===== src/rtl/oam_dma_ctrl.sv =====
// oam_dma_ctrl: sprite OAM DMA, copies CPU page $XX00-$XXFF to OAM_DATA_ADDR after a write to DMA_REG_ADDR
// Ports: CLK/RESET_n (async active-low); CPU_ADDR, CPU_RW_n, CPU_DATA_OUT snoop the CPU for the trigger;
// BUS_DATA_IN is the muxed read data; CPU_HALT/DMA_ACTIVE flag bus ownership; DMA_ADDR, DMA_RW_n,
// DMA_DATA_OUT drive the bus; DMA_DONE pulses once after the final write.
// Optional macro OAM_DMA_ODD_ALIGN_EN adds the ALIGN dummy cycle when the HALT cycle has odd parity.
module oam_dma_ctrl #(
  parameter logic [15:0] DMA_REG_ADDR  = 16'h4014,
  parameter logic [15:0] OAM_DATA_ADDR = 16'h2004
) (
  input  logic        CLK,
  input  logic        RESET_n,
  input  logic [15:0] CPU_ADDR,
  input  logic        CPU_RW_n,
  input  logic [7:0]  CPU_DATA_OUT,
  input  logic [7:0]  BUS_DATA_IN,
  output logic        CPU_HALT,
  output logic        DMA_ACTIVE,
  output logic [15:0] DMA_ADDR,
  output logic        DMA_RW_n,
  output logic [7:0]  DMA_DATA_OUT,
  output logic        DMA_DONE
);
  typedef enum logic [2:0] {
    IDLE,
    HALT,
`ifdef OAM_DMA_ODD_ALIGN_EN
    ALIGN,
`endif
    READ,
    WRITE
  } state_t;
  state_t state, state_n;
  logic [7:0] page, idx, data_buf;
  logic       par, done;
  logic       trig;
  assign trig = (CPU_ADDR == DMA_REG_ADDR) && !CPU_RW_n;
  always_comb begin
    state_n = state;
    case (state)
      IDLE:  state_n = trig ? HALT : IDLE;
`ifdef OAM_DMA_ODD_ALIGN_EN
      HALT:  state_n = par ? ALIGN : READ;
      ALIGN: state_n = READ;
`else
      HALT:  state_n = READ;
`endif
      READ:  state_n = WRITE;
      WRITE: state_n = (idx == 8'hFF) ? IDLE : READ;
      default: state_n = IDLE;
    endcase
  end
  always_ff @(posedge CLK or negedge RESET_n) begin
    if (!RESET_n) begin
      state    <= IDLE;
      page     <= '0;
      idx      <= '0;
      data_buf <= '0;
      par      <= 1'b0;
      done     <= 1'b0;
    end else begin
      state <= state_n;
      par   <= ~par;
      done  <= (state == WRITE) && (idx == 8'hFF);
      if (state == IDLE && trig) begin
        page <= CPU_DATA_OUT;
        idx  <= '0;
      end
      if (state == READ) data_buf <= BUS_DATA_IN;
      if (state == WRITE) idx <= idx + 8'd1;
    end
  end
  assign CPU_HALT     = (state != IDLE);
  assign DMA_ACTIVE   = (state != IDLE);
  assign DMA_ADDR     = (state == READ) ? {page, idx} : (state == WRITE) ? OAM_DATA_ADDR : 16'h0000;
  assign DMA_RW_n     = (state != WRITE);
  assign DMA_DATA_OUT = (state == WRITE) ? data_buf : 8'h00;
  assign DMA_DONE     = done;
endmodule


===== config.mk =====
export PLATFORM = sky130hd
export DESIGN_NAME = oam_dma_ctrl
export DESIGN_NICKNAME = d
export VERILOG_FILES = /design/src/rtl/oam_dma_ctrl.sv
export SDC_FILE = /design/constraint.sdc
export NUM_CORES = 1
export LEC_CHECK = 0
export BUFFER_PORTS_ARGS = -buffer_cell sky130_fd_sc_hd__buf_2
export CORE_MARGIN = 1
export CORE_UTILIZATION = 50
export CTS_CLUSTER_DIAMETER = 50
export DETAILED_ROUTE_END_ITERATION = 10
export PLACE_DENSITY = 0.84
export SLEW_MARGIN = 20
export SYNTH_ARGS = -nofsm -noshare
export SYNTH_HDL_FRONTEND = slang
export SYNTH_SLANG_ARGS = --single-unit

===== constraint.sdc =====
create_clock -name CLK -period 4.45 [get_ports CLK]
set_input_delay 0 -clock CLK [delete_from_list [all_inputs] [get_ports CLK]]
set_output_delay 0 -clock CLK [all_outputs]
set_load 0.005 [all_outputs]

==> flow_summary.ini <==
[finish]
finish.utilization = 0.707
most_common_cell_after_layout_fill_and_taps_aside = sky130_fd_sc_hd__buf_2
layout-drive-gt1-share = 0.436
multi_input_gate_area_in_the_final_layout_um2 = 697
sequential_cell_area_um2 = 676
diodes = 0
area_growth_synth_to_finish_pct = 35.3
fin_nets = 241
most-common-layout-cells = sky130_fd_sc_hd__buf_2 (62), sky130_fd_sc_hd__dfrtp_1 (27), sky130_fd_sc_hd__dlygate4sd3_1 (17)
fill_cells = 209

[power_and_ir_drop]
design_power_total_w = 0.000879
cellPowerDensity_nw_per_um2 = 455
pwr-share-comb = 0.423
power.leakage_nw = 0.971
clkPwrFrac = 0.122
power_frac_seq = 0.455
power.ir.vdd_worst_v = 0.000344
power_report.internal_total_w = 0.000555
p_sw_frac = 0.368
netSwitchingPower_w = 0.000324

[synth]
synth-main-ff-cell = sky130_fd_sc_hd__dfrtp_1
postSynthRegisterBits = 27
synth-warning-count = 0
post_synth.cell_area_avg_um2 = 11.2
post_synth_num_cell_types = 33
synth-edff-count = 0
synthesis.nets = 164
asyncSetResetFlopFracSynth = 1.00
number_of_cells_produced_by_synthesis = 128
post_synth_instance_area_um2 = 1430
synth_sequential_area_ratio = 0.473

[route]
drt_pre_antenna_iters = 6
number_of_routed_nets_with_antenna_violations = 0
first_iter_violations = 48
routed_wl_um = 3390
drc = 0
routed-via-count = 1279
post_drt_wl_per_cell_um = 14.4
drt-vias-per-instance = 5.44

[global_route]
grt_pass1_vias = 1297
overflow = 0
grt_max_degree = 28
global_route_wire_length_before_repair_um = 5650
grt.total_usage = 0.238
grt_antenna_before_repair = 0

[timing]
finalWorstPathRequiredPeriod_ns = 1.98
timing.final.max_slew_violations = 0
slew-limit-headroom = 0.601
timing_hold_violations_final = 0
grt_setup_unrepaired = no
slew_at_the_pin_closest_to_its_max_slew_limit_ns = 0.597
skew_ns = 0.00196
setup_viol = 0
finalSetupTns_ns = 0
fin_hold_ws_ns = 0.0910
fmax_ghz = 0.505
finalCritPeriodShare = 0.445

[clock_tree]
clock_sinks = 27
clockRootBuffer = sky130_fd_sc_hd__clkbuf_4
cts_made_buffers = 3
tritoncts_clock_tree = built
worst_skew_pair.late_latency_ns = 0.32
htree_num_levels = 1
cts-root-to-sink-buffers = 2
cts.clk_slew.worst_paths_ns = 0.14
post_cts_resized = 0

[floorplanning]
effective_utilization_at_floorplan = 0.523
core_area_um2 = 2730
ioPinCount = 63
dieArea_um2 = 3080
die_height_um = 55.5
chipWidth_um = 55.5
row_count = 19

[run]
drv_cap = 0

[worst_setup_path]
crit-reg2reg-launch = state[1]$_DFF_PN0_
worstReg2RegEnd = data_buf[7]$_DFFE_PN0P_
worst-path-max-fanout = 13
crit_chain = nor2b_1 > buf_4 > and2_1 > buf_2
start_kind = flip-flop
data_required_time_at_the_worst_endpoint_ns = 4.45
criticalPathCategory = reg2out
worst-r2r-cell-count = 3
slowest_delay_ns = 0.55
critPathSlowestCell = sky130_fd_sc_hd__dfrtp_1
reg2reg_slack_ns = 2.59
worstSetupEndpointType = output port
cp_data_arrival_time_ns = 1.98

[hold_path]
holdCritPathClass = in2reg
min_delay_worst_endpoint = idx[0]$_DFFE_PN0P_
min-delay-start = CPU_ADDR[9]
timing.hold.worst_path_depth = 5

[placement]
port-buffer-count = 62
dp_hpwl_um = 2260
gpl.final_weighted_congestion = 0.882

[run_status]
run_status = finished, final reports clean
## cells by family after synthesis
group	count (synthesis)	synth area share
AO/OA/AOI/OAI	12	0.0578
flip-flops	27	0.473
multiplexers	16	0.137
adder cells (fa/ha/maj)	1	0.00876
AND/OR/NAND/NOR	61	0.278
XOR/XNOR	1	0.00613
buffers and inverters	10	0.0394
## per-stage QoR
| stage | setup slack [ns] | cells | cell area (µm²) |
|---|---|---|---|
| floorplan | 3.00 | 128 | 1430 |
| global placement | 2.71 | 214 | 1740 |
| detailed placement | 2.63 | 214 | 1740 |
| CTS | 2.49 | 235 | 1930 |
| global route | 2.26 | 235 | 1930 |
| finish | 2.47 | 235 | 1930 |
## worst max path at each step
| stage | start | end | slack (ns) | cells past startpoint |
|---|---|---|---|---|
| final | state[1]$_DFF_PN0_ | DMA_ADDR[12] | 2.47 | 4 |
| after global routing | state[1]$_DFF_PN0_ | DMA_ADDR[12] | 2.26 | 4 |
| after CTS | state[1]$_DFF_PN0_ | DMA_ADDR[12] | 2.49 | 4 |
| after detailed placement | state[1]$_DFF_PN0_ | data_buf[7]$_DFFE_PN0P_ | 2.63 | 3 |
| after global placement | state[1]$_DFF_PN0_ | page[4]$_DFFE_PN0P_ | 2.71 | 4 |
| after floorplan | state[1]$_DFF_PN0_ | page[0]$_DFFE_PN0P_ | 3.00 | 5 |
## per-layer routing
layer	GRT usage	vias to the layer above	wire length, µm
met5	0	-	0
met4	0.143	0	127
met3	0.0304	10	234
met2	0.411	58	1700
met1	0.280	611	1330
li1	-	600	-
## power by group through the flow
stage	sequential [W]	combinational, W	clock [W]
2_1_floorplan	0.000373	0.000244	0
3_3_place_gp	0.000396	0.000343	0
3_5_place_dp	0.000402	0.000356	0
4_1_cts	0.000396	0.000370	0.000111
5_1_grt	0.000411	0.000408	0.000121
6_report	0.000400	0.000372	0.000108
## synthesized netlist by cell type, drive strengths merged (2+ instances only)
library cell	count	area share
buf	5	0.026
o21ai	3	0.011
nor2	4	0.016
nor4	2	0.024
clkbuf	3	0.0079
mux2	16	0.14
nor3	3	0.011
or3	2	0.0088
nand3	10	0.047
o211ai	5	0.026
inv	2	0.0053
and3	11	0.048
nand2	6	0.016
o21a	2	0.011
dfrtp	27	0.47
nor2b	3	0.013
and2	15	0.066
## critical path, delay by kind of cell (launching register included)
family | cells | cell delay [ns]
buffers and inverters | 2 | 0.41
DFF | 1 | 0.55
and+or+nand+nor | 2 | 0.69
## sequential cells by signal, summed over array words and instances, names as in the netlist
name / count
DMA_DONE: 1
data_buf: 8
idx: 8
page: 8
state: 2
## final cells by class
cell class	count	share of cell area
Clock buffer	4	0.0136
Inverter	2	0.00388
Multi-Input combinational cell	91	0.361
Sequential cell	27	0.350
Tap cell	31	0.0201
Timing Repair Buffer	80	0.252
## timing repair
action,4_1_cts,5_1_grt
endpoints found under the hold margin,43,0
endpoints found under the setup margin,0,0
hold buffers,17,0
buffers inserted,0,0
No activity file was read; power rests on OpenSTA's default activity.
